## config.mk

```make
export PLATFORM = sky130hd
export DESIGN_NAME = seq_add_sub_unit_flat
export DESIGN_NICKNAME = d
export VERILOG_FILES = /design/src/rtl/seq_add_sub_unit_if.sv /design/src/rtl/seq_add_sub_unit.sv /design/src/flat_wrapper.sv
export SDC_FILE = /design/constraint.sdc
export NUM_CORES = 1
export LEC_CHECK = 0
export ABC_CLOCK_PERIOD_IN_PS = 4000
export CORE_UTILIZATION = 40
export CTS_BUF_LIST = sky130_fd_sc_hd__clkbuf_4 sky130_fd_sc_hd__clkbuf_8
export CTS_CLUSTER_SIZE = 40
export DETAILED_ROUTE_END_ITERATION = 8
export DONT_BUFFER_PORTS = 1
export HOLD_SLACK_MARGIN = 0.15
export PLACE_DENSITY_LB_ADDON = 0.05
export SYNTH_ARGS = -nofsm -noshare
export SYNTH_HDL_FRONTEND = slang
export SYNTH_SLANG_ARGS = --single-unit
```

## constraint.sdc

```tcl
create_clock -name clk -period 4 [get_ports clk]
set_input_delay 0.4 -clock clk [delete_from_list [all_inputs] [get_ports clk]]
set_output_delay 0.4 -clock clk [all_outputs]
set_load 0.01 [all_outputs]
```

## src/rtl/seq_add_sub_unit_if.sv

```systemverilog
// Handshake and operand/result bundle for the chunked add/subtract unit.
// The master drives operands and accepts results; the slave is the unit.
interface seq_add_sub_unit_if #(
    parameter int WIDTH = 32
);
    logic             in_valid;
    logic             in_ready;
    logic             op_sub;
    logic             op_sat;
    logic [WIDTH-1:0] a;
    logic [WIDTH-1:0] b;
    logic             out_valid;
    logic             out_ready;
    logic [WIDTH-1:0] result;
    logic             carry;
    logic             overflow;
    logic             zero;

    modport master (
        output in_valid, op_sub, op_sat, a, b, out_ready,
        input  in_ready, out_valid, result, carry, overflow, zero
    );

    modport slave (
        input  in_valid, op_sub, op_sat, a, b, out_ready,
        output in_ready, out_valid, result, carry, overflow, zero
    );
endinterface

```

## src/rtl/seq_add_sub_unit.sv

```systemverilog
// Multi-cycle add/subtract: CHUNK bits per clock with a registered carry,
// optional signed saturation, and carry/overflow/zero flags.
module seq_add_sub_unit #(
    parameter int WIDTH = 32,
    parameter int CHUNK = 8
) (
    input logic              clk,
    input logic              rst,
    seq_add_sub_unit_if.slave bus
);
    localparam int NCHUNK = WIDTH / CHUNK;
    localparam int CW     = (NCHUNK > 1) ? $clog2(NCHUNK) : 1;

    if ((WIDTH < 2) || (CHUNK < 1) || (WIDTH % CHUNK != 0)) begin : g_bad_cfg
        $error("seq_add_sub_unit: WIDTH must be >=2 and a multiple of CHUNK");
    end

    typedef enum logic [1:0] {
        S_IDLE,
        S_COMPUTE,
        S_DONE
    } state_e;

    state_e           state_q, state_d;
    logic [CW-1:0]    cnt_q, cnt_d;
    logic [WIDTH-1:0] a_q, a_d;
    logic [WIDTH-1:0] b_q, b_d;
    logic [WIDTH-1:0] sum_q, sum_d;
    logic             cin_q, cin_d;
    logic             sat_q, sat_d;
    logic             amsb_q, amsb_d;
    logic             bmsb_q, bmsb_d;
    logic [WIDTH-1:0] res_q, res_d;
    logic             carry_q, carry_d;
    logic             ovf_q, ovf_d;
    logic             zero_q, zero_d;

    logic [CHUNK:0]   csum;
    logic [WIDTH-1:0] sum_nx;
    logic [WIDTH-1:0] b_eff;
    logic [WIDTH-1:0] sat_val;
    logic [WIDTH-1:0] fin_res;
    logic             ovf_w;
    logic             last;

    // Operands shift right each cycle so the adder always sees bit 0;
    // finished chunks enter the sum register from the top.
    always_comb begin
        csum    = {1'b0, a_q[CHUNK-1:0]} + {1'b0, b_q[CHUNK-1:0]}
                + {{CHUNK{1'b0}}, cin_q};
        sum_nx  = (sum_q >> CHUNK)
                | (WIDTH'(csum[CHUNK-1:0]) << (WIDTH - CHUNK));
        b_eff   = bus.op_sub ? ~bus.b : bus.b;
        last    = (cnt_q == CW'(NCHUNK - 1));
        ovf_w   = (amsb_q == bmsb_q) && (sum_nx[WIDTH-1] != amsb_q);
        sat_val = amsb_q ? {1'b1, {(WIDTH-1){1'b0}}}
                         : {1'b0, {(WIDTH-1){1'b1}}};
        fin_res = (sat_q && ovf_w) ? sat_val : sum_nx;
    end

    always_comb begin
        state_d = state_q;
        cnt_d   = cnt_q;
        a_d     = a_q;
        b_d     = b_q;
        sum_d   = sum_q;
        cin_d   = cin_q;
        sat_d   = sat_q;
        amsb_d  = amsb_q;
        bmsb_d  = bmsb_q;
        res_d   = res_q;
        carry_d = carry_q;
        ovf_d   = ovf_q;
        zero_d  = zero_q;
        unique case (state_q)
            S_IDLE: begin
                if (bus.in_valid) begin
                    a_d     = bus.a;
                    b_d     = b_eff;
                    cin_d   = bus.op_sub;
                    sat_d   = bus.op_sat;
                    amsb_d  = bus.a[WIDTH-1];
                    bmsb_d  = b_eff[WIDTH-1];
                    sum_d   = '0;
                    cnt_d   = '0;
                    state_d = S_COMPUTE;
                end
            end
            S_COMPUTE: begin
                a_d   = a_q >> CHUNK;
                b_d   = b_q >> CHUNK;
                cin_d = csum[CHUNK];
                sum_d = sum_nx;
                cnt_d = cnt_q + CW'(1);
                if (last) begin
                    res_d   = fin_res;
                    carry_d = csum[CHUNK];
                    ovf_d   = ovf_w;
                    zero_d  = (fin_res == '0);
                    cnt_d   = '0;
                    state_d = S_DONE;
                end
            end
            S_DONE: begin
                if (bus.out_ready) begin
                    state_d = S_IDLE;
                end
            end
            default: state_d = S_IDLE;
        endcase
    end

    always_ff @(posedge clk or posedge rst) begin
        if (rst) begin
            state_q <= S_IDLE;
        end else begin
            state_q <= state_d;
        end
    end

    always_ff @(posedge clk or posedge rst) begin
        if (rst) begin
            cnt_q   <= '0;
            a_q     <= '0;
            b_q     <= '0;
            sum_q   <= '0;
            cin_q   <= 1'b0;
            sat_q   <= 1'b0;
            amsb_q  <= 1'b0;
            bmsb_q  <= 1'b0;
            res_q   <= '0;
            carry_q <= 1'b0;
            ovf_q   <= 1'b0;
            zero_q  <= 1'b0;
        end else begin
            cnt_q   <= cnt_d;
            a_q     <= a_d;
            b_q     <= b_d;
            sum_q   <= sum_d;
            cin_q   <= cin_d;
            sat_q   <= sat_d;
            amsb_q  <= amsb_d;
            bmsb_q  <= bmsb_d;
            res_q   <= res_d;
            carry_q <= carry_d;
            ovf_q   <= ovf_d;
            zero_q  <= zero_d;
        end
    end

    assign bus.in_ready  = (state_q == S_IDLE);
    assign bus.out_valid = (state_q == S_DONE);
    assign bus.result    = res_q;
    assign bus.carry     = carry_q;
    assign bus.overflow  = ovf_q;
    assign bus.zero      = zero_q;
endmodule

```

## src/flat_wrapper.sv

```systemverilog
// flat-port wrapper written by rule: the top's interface ports become plain ports
module seq_add_sub_unit_flat 
#(
    parameter int WIDTH = 32,
    parameter int CHUNK = 8
)
  (clk, rst, bus_in_valid, bus_op_sub, bus_op_sat, bus_a, bus_b, bus_out_ready, bus_in_ready, bus_out_valid, bus_result, bus_carry, bus_overflow, bus_zero);
  seq_add_sub_unit_if #(.WIDTH(WIDTH)) bus_i ();
  input logic clk;
  input logic rst;
  input wire logic [$bits(bus_i.in_valid)-1:0] bus_in_valid;
  input wire logic [$bits(bus_i.op_sub)-1:0] bus_op_sub;
  input wire logic [$bits(bus_i.op_sat)-1:0] bus_op_sat;
  input wire logic [$bits(bus_i.a)-1:0] bus_a;
  input wire logic [$bits(bus_i.b)-1:0] bus_b;
  input wire logic [$bits(bus_i.out_ready)-1:0] bus_out_ready;
  output wire logic [$bits(bus_i.in_ready)-1:0] bus_in_ready;
  output wire logic [$bits(bus_i.out_valid)-1:0] bus_out_valid;
  output wire logic [$bits(bus_i.result)-1:0] bus_result;
  output wire logic [$bits(bus_i.carry)-1:0] bus_carry;
  output wire logic [$bits(bus_i.overflow)-1:0] bus_overflow;
  output wire logic [$bits(bus_i.zero)-1:0] bus_zero;
  assign bus_i.in_valid = bus_in_valid;
  assign bus_i.op_sub = bus_op_sub;
  assign bus_i.op_sat = bus_op_sat;
  assign bus_i.a = bus_a;
  assign bus_i.b = bus_b;
  assign bus_i.out_ready = bus_out_ready;
  assign bus_in_ready = bus_i.in_ready;
  assign bus_out_valid = bus_i.out_valid;
  assign bus_result = bus_i.result;
  assign bus_carry = bus_i.carry;
  assign bus_overflow = bus_i.overflow;
  assign bus_zero = bus_i.zero;
  seq_add_sub_unit #(.WIDTH(WIDTH), .CHUNK(CHUNK)) u_core (.clk(clk), .rst(rst), .bus(bus_i));
endmodule
```

# After elaboration in Yosys (flattened, before gate mapping)
# Index checks and enable logic that the tools add are counted.
[classes]
n_addsub = 3
reduce_logical = 9
n_bitwise = 2
n_eq_ne = 8
muxes = 18
[op_table]
columns = ["operator", "count"]
rows = [
  ["$mux W32", 6],
  ["$pmux W32 S2", 3],
  ["$logic_not A32 Y1", 1],
  ["$not A32 Y32", 1],
  ["$or A24 B32 Y32", 1],
  ["$mux W2", 5],
  ["$add A8 B8 Y9", 1],
  ["$add A9 B1 Y9", 1],
  ["$pmux W2 S3", 1],
  ["$reduce_and A2 Y1", 3],
  ["$eq A2 B2 Y1 const B", 2],
  ["$ne A2 B2 Y1 const B", 2],
  ["$pmux W2 S2", 1],
  ["$reduce_and A3 Y1", 1],
  ["$add A2 B1 Y2 const B", 1],
  ["$eq A2 B1 Y1 const B", 1],
  ["$logic_and A1 B1 Y1", 2],
  ["$logic_not A2 Y1", 1],
  ["$ne A2 B1 Y1 const B", 1],
  ["$pmux W1 S2", 1],
  ["$reduce_bool A2 Y1", 1],
  ["$eq A1 B1 Y1", 1],
  ["$mux W1", 1],
  ["$ne A1 B1 Y1", 1],
]
[totals]
wordCells = 53
output_inout_bits = 37
input_bits = 70
ff_bits = 139

# Depth between registers and ports, before layout
# Gate-level depths: netlist of run 1.
[logic_depth]
ltp_word = 8
depth_mapped = 9

# Worst setup path before layout of run 1
# Ideal clock, no wire load.
[synth_path]
path_type = "register to register"
startpoint = "reg u_core.cin_q"
endpoint = "reg u_core.res_q[14], in the netlist u_core.bus.result[14]"
arrival_time_ps = 2007
stages_incl_launch_ff = 10
setup_ps = 117
setup_slack_ps = 1875
cell_sequence = "dfrtp_1 > fa_1 > nand3_1 > a211oi_2 > or3_4 > a21o_1 > buf_6 > buf_6 > a21oi_2 > nor2_1"
[synth_via]
elab_chain_len = 6
[synth_lines]
columns = ["item", "line", "rtl"]
rows = [
  ["from (decl)", "seq_add_sub_unit.sv:29", "logic cin_q, cin_d;"],
  ["from (signal assigned)", "seq_add_sub_unit.sv:140", "cin_q <= cin_d;"],
  ["$add A9 B1 Y9", "seq_add_sub_unit.sv:50", "+ {{CHUNK{1'b0}}, cin_q};"],
  ["$or A24 B32 Y32", "seq_add_sub_unit.sv:52", "| (WIDTH'(csum[CHUNK-1:0]) << (WIDTH - CHUNK));"],
  ["$ne A1 B1 Y1", "seq_add_sub_unit.sv:55", "ovf_w = (amsb_q == bmsb_q) && (sum_nx[WIDTH-1] != amsb_q);"],
  ["$logic_and A1 B1 Y1", "seq_add_sub_unit.sv:55", ""],
  ["$logic_and A1 B1 Y1", "seq_add_sub_unit.sv:58", "fin_res = (sat_q && ovf_w) ? sat_val : sum_nx;"],
  ["$mux W32", "seq_add_sub_unit.sv:58", ""],
  ["to (signal assigned)", "seq_add_sub_unit.sv:144", "res_q <= res_d;"],
  ["to (decl)", "seq_add_sub_unit.sv:33", "logic [WIDTH-1:0] res_q, res_d;"],
]
# No other way between the ends.
# A chain may end at the register's enable or synchronous reset.

# Final worst setup path of run 1
[layout_path]
startpoint = "reg u_core.cin_q"
endpoint = "reg u_core.res_q[16], in the netlist u_core.bus.result[16]"
# Same word-level chain as after synthesis.

==> results of run 1 <==
power breakdown:
part	internal, uW	switching (uW)
Clock	755	534
Sequential	1970	595
Combinational	996	1580
Total	3720	2710
worst paths after layout:
check	startpoint	to	slack, ns	cells past startpoint
setup / recovery	u_core.cin_q	u_core.bus.result[16]	1.50	7
hold / removal	bus_op_sub	u_core.bmsb_q	0.18	3
setup reg to reg	u_core.cin_q	u_core.bus.result[16]	1.50	7
hold reg to reg	u_core.cnt_q[0]	u_core.cnt_q[0]	0.50	1
max in group asynchronous	rst	u_core.sum_q[18]	2.51	3
min in group asynchronous	rst	u_core.b_q[29]	0.65	2
layer usage:
metal | part of all wire | routed length, um
met5 | 0 | 0
met4 | 0.0088 | 132
met3 | 0.046 | 694
met2 | 0.47 | 6983
met1 | 0.48 | 7188
layout by cell type, fill, tap and decap left out, types with 4 or more instances in the layout:
cell type	count
dfrtp_1	131
nand2_1	119
nor2_1	109
o21ai_0	45
dlygate4sd3_1	43
xnor2_1	33
a31oi_1	25
a221o_1	24
a21oi_2	21
clkbuf_8	18
nand3_1	16
a21oi_1	15
ha_1	8
buf_4	7
o22a_1	5
nor4_1	5
bufinv_16	5
inv_1	4
clkinvlp_4	4
worst reg2reg max path, cell delays in order, from the launching register on:
cell and delay, ns:
dfrtp_1 0.40, fa_1 0.44, nand3_1 0.14, a211oi_2 0.09, o21ai_1 0.32, a31o_2 0.79, a21oi_1 0.13, nor2_1 0.13
layout make-up:
cell class                 instances  area, um^2
sequential                       131        3278
fill                            1412        7611
clock inverter                    13       207.7
inverter                           5       21.27
clock buffer                      18       247.7
multi-input combinational        464        2600
tap                              184       230.2
timing repair buffer              51       503.0
kinds of logic after synthesis:
family | synth area share
compound gates | 0.1739
xor+xnor | 0.05030
buf+inv | 0.03695
simple gates | 0.1780
fa+ha+maj | 0.02299
flops | 0.5379
flip-flops by register name (all words and copies together), names as in the netlist:
name and flops:
u_core.state_q 2, u_core.bus.zero 1, u_core.a_q 32, u_core.bmsb_q 1
u_core.bus.result 32, u_core.amsb_q 1, u_core.bus.carry 1, u_core.bus.overflow 1
u_core.cnt_q 2, u_core.cin_q 1, u_core.sat_q 1, u_core.sum_q 24
u_core.b_q 32
metrics by stage:
stage	area (um^2)	instances	utilization	setup WS (ns)
detailed placement	6202	792	0.4219	1.489
finish	7088	866	0.4822	1.496
floorplan	6095	646	-	0.1023
global placement	6202	792	0.4219	1.588
global route	7088	866	0.4822	1.270
CTS	7088	866	0.4822	1.477
==> out/qor.txt, run 1 <==
status = complete, but fails checks
failing checks = design-rule violations
crit end category = register
most common flop cell mapped by yosys = dfrtp_1
Yosys reg bits = 131
Power Total = 6429 uW
max frequency = 399.3 MHz
first-pass GRT wire length = 24.68 mm
Pleak = 0.002994 uW
Rel. slew slack = 0.3485
Total Routed Length = 15.00 mm
GRT Util Overall = 0.2013
peak supply drop = 0.0003266 V
M3 GR Usage = 0.05648
vias = 4644
hold crit path type = input pin to register
Nets = 750
number of remaining DRC errors = 4
yosys warns = 0
Max Cap Viol = 0
most numerous cell in the Yosys netlist = dfrtp_1
hold slack final = 0.1795 ns
crit-path cells = fa_1 -> nand3_1 -> a211oi_2 -> o21ai_1 -> a31o_2 -> a21oi_1 -> nor2_1
area leader, netlist = dfrtp_1
CP bufs+invs = 0
CTS H-tree lvls = 4
Initial Util = 0.4146
WP data arrival = 2.88 ns
FP Rows = 44
Tightest Pin Transition = 0.9772 ns
Post-Syn Instances = 646
1st-iter DRT viols = 229
Post-Syn Nets = 726
sequential area share after synthesis = 0.5379
Placer Congestion = 0.7575
Critical Path Start Type = register
antenna violations before repair = 0
area growth from synthesis to layout = 16.30%
DR WL/cell = 17.32 um
CTS max path bufs = 2
CTS tree = built
HPWL after DPL = 9.809 mm
Setup CP Type = register to register
Post-synth ARST share = 1.000
Root Driver = clkbuf_8
Synth top cells by count = dfrtp_1, nand2_1, nor2_1, o21ai_0, xnor2_1
GR peak layer = met2
die area = 0.01573 mm^2
Post-CTS Resized = 0
CP required = 4.38 ns
pin count of the biggest net entering global routing = 77
Synth cell types = 41
final setup vio count = 0
critical path peak fanout = 31
post-route ant nets = 0
Final Hold Vio Count = 0
Avg Vias per Cell = 5.363
Core Area = 0.01470 mm^2
delay-heaviest family, CP = compound AO/OA/AOI/OAI gates
EDFF count, synth = 0
CTS buffer count = 17
Synth area leaders = dfrtp_1, nand2_1, nor2_1, xnor2_1, a221o_1
unrepaired setup endpoints after global routing = no
chip height = 125.4 um
vias in the first global route = 4703
layout cells sized above 1 = 0.1012
hold_buf cts = 43
CTS clk-pin slew, worst paths = 0.08 ns
diode count = 0
Top Ports = 107
total negative slack = 0 ns
number of port buffers = 0
post-synthesis area per instance = 9.434 um^2
Slew Limit Fails = 0
Clock Latency Late Sink = 0.45 ns
Post-CTS Setup Bufs = 0
overflow left after global routing = 0
P per Cell Area = 907.0 mW/mm^2
Pre-Repair DR Iteration Count = 9
Final min period = 2.504 ns
Final Cycle Share = 0.6261
Chip Width = 125.4 um
CP max-delay cell = a31o_2
grt met1 use = 0.2735
M2 GR Usage = 0.3127
synthesized area = 0.006095 mm^2
clk_skew = 0.008556 ns
share of the synthesized area in the top cell type = 0.5379
Num Clock Sinks = 131
CP max stage delay = 0.79 ns
(Power assumes the default switching activity.)
==> inputs of run 2 (changes only) <==
--- a/config.mk
+++ b/config.mk
@@ -5,7 +5,7 @@
 export SDC_FILE = /design/constraint.sdc
 export NUM_CORES = 1
 export LEC_CHECK = 0
-export ABC_CLOCK_PERIOD_IN_PS = 4000
+export ABC_CLOCK_PERIOD_IN_PS = 2100
 export CORE_UTILIZATION = 40
 export CTS_BUF_LIST = sky130_fd_sc_hd__clkbuf_4 sky130_fd_sc_hd__clkbuf_8
 export CTS_CLUSTER_SIZE = 40
==> constraint.sdc (replaced) <==
create_clock -name clk -period 2.1 [get_ports clk]
set_input_delay 0.21 -clock clk [delete_from_list [all_inputs] [get_ports clk]]
set_output_delay 0.21 -clock clk [all_outputs]
set_load 0.01 [all_outputs]
==> out/qor.txt, run 2 (same netlist as run 1, synthesis figures left out) <==
CP required = 2.44 ns (-1.94 ns)
hold crit path type = input pin to register
Max Cap Viol = 0 (unchanged)
GR peak layer = met2
Core Area = 0.01470 mm^2 (unchanged)
HPWL after DPL = 10.04 mm (+2.4%)
chip height = 125.4 um (unchanged)
Final Cycle Share = 1.069 (+0.4424)
DR WL/cell = 16.99 um (-1.9%)
Tightest Pin Transition = 0.5297 ns (-0.4475 ns)
Layout Cells excl Fill = 930 (+7.4%)
GRT Util Overall = 0.2103 (+0.009079)
final setup vio count = 36 (+36)
CTS clk-pin slew, worst paths = 0.07 ns (about the same)
Pleak = 0.003345 uW (+12%)
Fill cells = 1368 (-3.1%)
CP max-delay cell = or3_4
pre-CTS setup slack = -0.2119 ns (-1.701 ns)
die area = 0.01573 mm^2 (unchanged)
Avg Vias per Cell = 5.266 (-1.8%)
diode count = 0 (unchanged)
commonest cells after routing, fill and taps aside = dfrtp_1, nand2_1, nor2_1, dlygate4sd3_1, o21ai_0
Rel. slew slack = 0.6436 (+0.2951)
placed cell count = 823 (+3.9%)
peak supply drop = 0.0006481 V (+98%)
worst reg2reg path startpoint = u_core.cin_q
Clock Latency Late Sink = 0.45 ns (about the same)
Chip Width = 125.4 um (unchanged)
clk_skew = 0.01173 ns (+0.003179 ns)
area growth from synthesis to layout = 29.15%
status = complete, but fails checks
M2 GR Usage = 0.3314 (+0.01863)
Num Clock Sinks = 131 (unchanged)
Hold Crit Start = bus_op_sub
failing checks = design-rule violations, negative setup slack
Nets = 817 (+8.9%)
pin count of the biggest net entering global routing = 89 (+16%)
FP Rows = 44 (unchanged)
critical path peak fanout = 5 (-84%)
post-route ant nets = 0 (unchanged)
vias in the first global route = 4949 (+5.2%)
Placer Congestion = 0.8410 (+11%)
CTS max path bufs = 2 (unchanged)
number of port buffers = 0 (unchanged)
CTS buffer count = 17 (unchanged)
Critical Path Start Type = register
CTS tree = built
max frequency = 445.7 MHz (+12%)
CP max stage delay = 0.43 ns (-0.36 ns)
Setup CP Type = register to register
overflow left after global routing = 0 (unchanged)
1st-iter DRT viols = 266 (+16%)
crit end category = register
Total Routed Length = 15.80 mm (+5.4%)
crit-path cells = fa_2 -> buf_6 -> nand3_4 -> a211oi_4 -> or3_4 -> a21o_4 -> clkbuf_16 -> a21oi_2 -> nor2_1
Final min period = 2.244 ns (-0.2604 ns)
Slew Limit Fails = 0 (unchanged)
Top Ports = 107 (unchanged)
P per Cell Area = 1700 mW/mm^2 (+87%)
vias = 4897 (+5.4%)
Pre-Repair DR Iteration Count = 9 (unchanged)
unrepaired setup endpoints after global routing = yes
first-pass GRT wire length = 25.94 mm (+5.1%)
grt met1 use = 0.2860 (+0.01248)
number of remaining DRC errors = 2 (-2)
crit path launch = u_core.cin_q
M3 GR Usage = 0.05306 (-0.003423)
Initial Util = 0.4146 (unchanged)
setup ws final = -0.1439 ns (-1.640 ns)
antenna violations before repair = 0 (unchanged)
commonest non-fill, non-tap cell in the layout = dfrtp_1
delay-heaviest family, CP = simple AND/OR/NAND/NOR gates
CP bufs+invs = 2 (+2)
CTS H-tree lvls = 4 (unchanged)
WP data arrival = 2.58 ns (-0.30 ns)
layout cells sized above 1 = 0.1743 (+0.07309)
Root Driver = clkbuf_8
Final Hold Vio Count = 0 (unchanged)
## run 2: cell count changes in the layout (fill, tap and decap cells not counted), moves of 4 or more
| cell | before | now |
|---|---|---|
| buf_4 | 7 | 35 |
| dlygate4sd3_1 | 43 | 68 |
| a21oi_1 | 15 | 7 |
| bufinv_16 | 5 | 0 |
| o21ai_1 | 1 | 5 |
| buf_12 | 1 | 11 |
| o21ai_0 | 45 | 40 |
| a21oi_2 | 21 | 26 |
## run 2: final timing paths
path                                          to  slack (ns)  depth (start not counted)
max                        u_core.bus.result[30]       -0.14                          9
min                               u_core.b_q[30]        0.20                          3
max reg2reg                u_core.bus.result[30]       -0.14                          9
max in group asynchronous         u_core.a_q[25]        1.34                          3
min in group asynchronous        u_core.cnt_q[0]        0.35                          3
min reg2reg                      u_core.cnt_q[0]        0.50                          1
## run 2: report_power, final
part | switching, uW | internal, uW | total, uW
Clock | 932 | 880 | 1810
Combinational | 3530 | 3130 | 6660
Sequential | 1160 | 3750 | 4910
Total | 5610 | 7770 | 13400
## run 2: layout make-up
class	instances	area, um^2	area share
inverter	5	22.52	0.002861
timing repair buffer	118	1252	0.1591
clock inverter	6	35.03	0.004451
clock buffer	22	284.0	0.03608
sequential	131	3278	0.4165
multi-input combinational	464	2769	0.3518
tap	184	230.2	0.02925
## run 2: through the flow
step	power, uW	TNS, ns	utilization	hold WS, ns	instance area, um^2
2_1_floorplan	8447	-0.03267	-	0.3154	6103
3_3_place_gp	10650	-2.030	0.4459	0.2190	6554
3_5_place_dp	10710	-3.265	0.4459	0.2096	6554
4_1_cts	13050	-3.574	0.5255	0.1693	7725
5_1_grt	14470	-6.546	0.5355	0.1914	7871
6_report	13380	-4.130	0.5355	0.2019	7871
## run 2: metal layers
metal / vias to the layer above / part of all wire / wire [um]
met5: - / 0 / 0
met4: 0 / 0.0073 / 116
met3: 9 / 0.036 / 572
met2: 95 / 0.49 / 7721
met1: 2414 / 0.47 / 7394
li1: 2379 / - / -
## run 2: worst reg2reg max path, stage by stage (launching register included)
cell and delay, ns:
dfrtp_1 0.40, fa_2 0.42, buf_6 0.14, nand3_4 0.06
a211oi_4 0.06, or3_4 0.43, a21o_4 0.28, clkbuf_16 0.18
a21oi_2 0.12, nor2_1 0.05
## run 2: what timing repair did
item	CTS	global route
endpoints found under the setup margin	36	39
gates cloned	1	2
endpoints found under the hold margin	202	0
gates resized for setup	20	17
pin swaps	14	31
hold buffers	69	0
setup buffers	2	5
==> inputs of run 3 (changes only) <==
--- a/config.mk
+++ b/config.mk
@@ -6,7 +6,7 @@
 export NUM_CORES = 1
 export LEC_CHECK = 0
 export ABC_CLOCK_PERIOD_IN_PS = 2100
-export CORE_UTILIZATION = 40
+export CORE_UTILIZATION = 60
 export CTS_BUF_LIST = sky130_fd_sc_hd__clkbuf_4 sky130_fd_sc_hd__clkbuf_8
 export CTS_CLUSTER_SIZE = 40
 export DETAILED_ROUTE_END_ITERATION = 8
==> out/qor.txt, run 3 (same netlist as run 1, synthesis figures left out) <==
diode count = 0 (unchanged)
reg2reg end = u_core.bus.result[28]
CTS max path bufs = 2 (unchanged)
P per Cell Area = 1750 mW/mm^2 (+2.9%)
status = complete, but fails checks
Hold Crit Start = bus_in_valid
Core Util, Final = 0.7850 (+0.2495)
Chip Width = 102.8 um (-18%)
critical path peak fanout = 12 (+7)
Top Ports = 107 (unchanged)
Max Cap Viol = 0 (unchanged)
M1 WL = 6.399 mm (-13%)
DR WL met3 = 939 um (+64%)
placed cell count = 769 (-6.6%)
CTS buffer count = 17 (unchanged)
WL met2 = 7.654 mm (-0.87%)
vias = 5149 (+5.1%)
Final min period = 2.195 ns (-0.04895 ns)
setup ws final = -0.09491 ns (+0.04895 ns)
unrepaired setup endpoints after global routing = yes
area growth from synthesis to layout = 26.48%
Power Total = 13490 uW (+0.81%)
Final Hold Vio Count = 0 (unchanged)
failing checks = negative setup slack
total negative slack = -2.201 ns (+1.929 ns)
max frequency = 455.6 MHz (+2.2%)
chip height = 102.8 um (-18%)
commonest cells after routing, fill and taps aside = dfrtp_1, nand2_1, nor2_1, dlygate4sd3_1, o21ai_0
layout cells sized above 1 = 0.1635 (-0.01075)
Clock Latency Late Sink = 0.43 ns (-0.02 ns)
CTS H-tree lvls = 4 (unchanged)
peak supply drop = 0.001027 V (+58%)
number of remaining DRC errors = 0 (-2)
CP required = 2.41 ns (-0.03 ns)
HPWL after DPL = 9.463 mm (-5.8%)
Fill cells = 681 (-50%)
CP bufs+invs = 2 (unchanged)
crit-path cells = fa_2 -> buf_6 -> nand3_4 -> a211oi_2 -> or3_4 -> a31o_4 -> buf_12 -> o22a_1
final setup vio count = 35 (-2.8%)
Slew Limit Fails = 0 (unchanged)
vias in the first global route = 4983 (+0.69%)
first-pass GRT wire length = 24.40 mm (-6.0%)
Final Cycle Share = 1.045 (-0.02331)
Reg2Reg Depth = 8 (-1)
Nets = 808 (-1.1%)
hold endpoint = u_core.cnt_q[0]
overflow left after global routing = 0 (unchanged)
Worst path depth = 8 (-1)
Critical Path Start Type = register
CP max stage delay = 0.41 ns (-0.02 ns)
Root Driver = clkbuf_8
die area = 0.01056 mm^2 (-33%)
Core Area = 0.009819 mm^2 (-33%)
commonest non-fill, non-tap cell in the layout = dfrtp_1
post-route ant nets = 0 (unchanged)
delay-heaviest family, CP = compound AO/OA/AOI/OAI gates
1st-iter DRT viols = 339 (+27%)
Pre-Repair DR Iteration Count = 5 (-4)
worst reg2reg path startpoint = u_core.cin_q
Rel. slew slack = 0.5383 (-0.1053)
Highest Signal Layer = met4
Tightest Pin Transition = 0.6925 ns (+0.1628 ns)
Initial Util = 0.6207 (+0.2060)
FF-to-FF setup slack = -0.09 ns (+0.05 ns)
antenna violations before repair = 0 (unchanged)
Layout Cells excl Fill = 873 (-6.1%)
Setup CP Type = register to register
crit end category = register
pre-CTS setup slack = -0.1735 ns (+0.03838 ns)
CTS tree = built
WP data arrival = 2.51 ns (-0.07 ns)
worst hold path depth = 4 (+1)
hold crit path type = input pin to register
Num Clock Sinks = 131 (unchanged)
GRT Util Overall = 0.3069 (+0.09656)
Avg Vias per Cell = 5.898 (+12%)
CP max-delay cell = dfrtp_1
number of port buffers = 0 (unchanged)
clk_skew = 0.01319 ns (+0.001453 ns)
Total Routed Length = 15.42 mm (-2.4%)
Placer Congestion = 0.9648 (+15%)
DR WL/cell = 17.66 um (+3.9%)
pin count of the biggest net entering global routing = 78 (-12%)
FP Rows = 36 (-18%)
CTS clk-pin slew, worst paths = 0.08 ns (about the same)
Pleak = 0.003303 uW (-1.3%)
## run 3: timing repair
item	CTS	global route
pin swaps	12	3
buffers inserted	5	0
hold endpoints to repair	200	0
hold buffers	68	0
cloned	1	0
setup endpoints to repair	35	38
gates resized for setup	22	8
## run 3: worst min-delay path, cell delays in order
cell	delay (ns)
and2_2	0.16
nor2_1	0.07
nand2_1	0.06
o31ai_1	0.06
## run 3: metrics by stage
stage / cell area (um^2) / hold slack, ns
6_report: 7709 / 0.1699
5_1_grt: 7709 / 0.1758
4_1_cts: 7679 / 0.1610
3_5_place_dp: 6417 / 0.2348
3_3_place_gp: 6417 / 0.2305
2_1_floorplan: 6103 / 0.3154
## run 3: area by class of cell
class,count,area (um^2),share of cell area
Clock buffer,20,275.3,0.03571
Clock inverter,11,151.4,0.01964
Inverter,5,22.52,0.002922
Multi-Input combinational cell,464,2706,0.3511
Sequential cell,131,3278,0.4253
Tap cell,133,166.4,0.02159
Timing Repair Buffer,109,1109,0.1438
## run 3: worst max path at each step
| stage | start | endpoint |
|---|---|---|
| after floorplan | u_core.cin_q | u_core.cin_q |
| after global placement | u_core.a_q[0] | u_core.bus.zero |
| after detailed placement | u_core.a_q[0] | u_core.bus.zero |
| after CTS | u_core.a_q[0] | u_core.bus.zero |
| after global routing | u_core.cin_q | u_core.bus.carry |
| final | u_core.cin_q | u_core.bus.result[28] |
## run 3: layer usage
layer	vias to the layer above	global-route usage
met1	2519	0.4100
li1	2366	-
met3	39	0.06373
met2	225	0.4877
met5	-	0
met4	0	0.1354
## run 3: report_power, final
part           internal [uW]  switching, uW  leakage [uW]  total, uW
combinational           2840           3450       0.00149       6290
sequential              3750           1150       0.00160       4900
clock                   1270           1020      0.000215       2290
total                   7860           5630       0.00330      13500
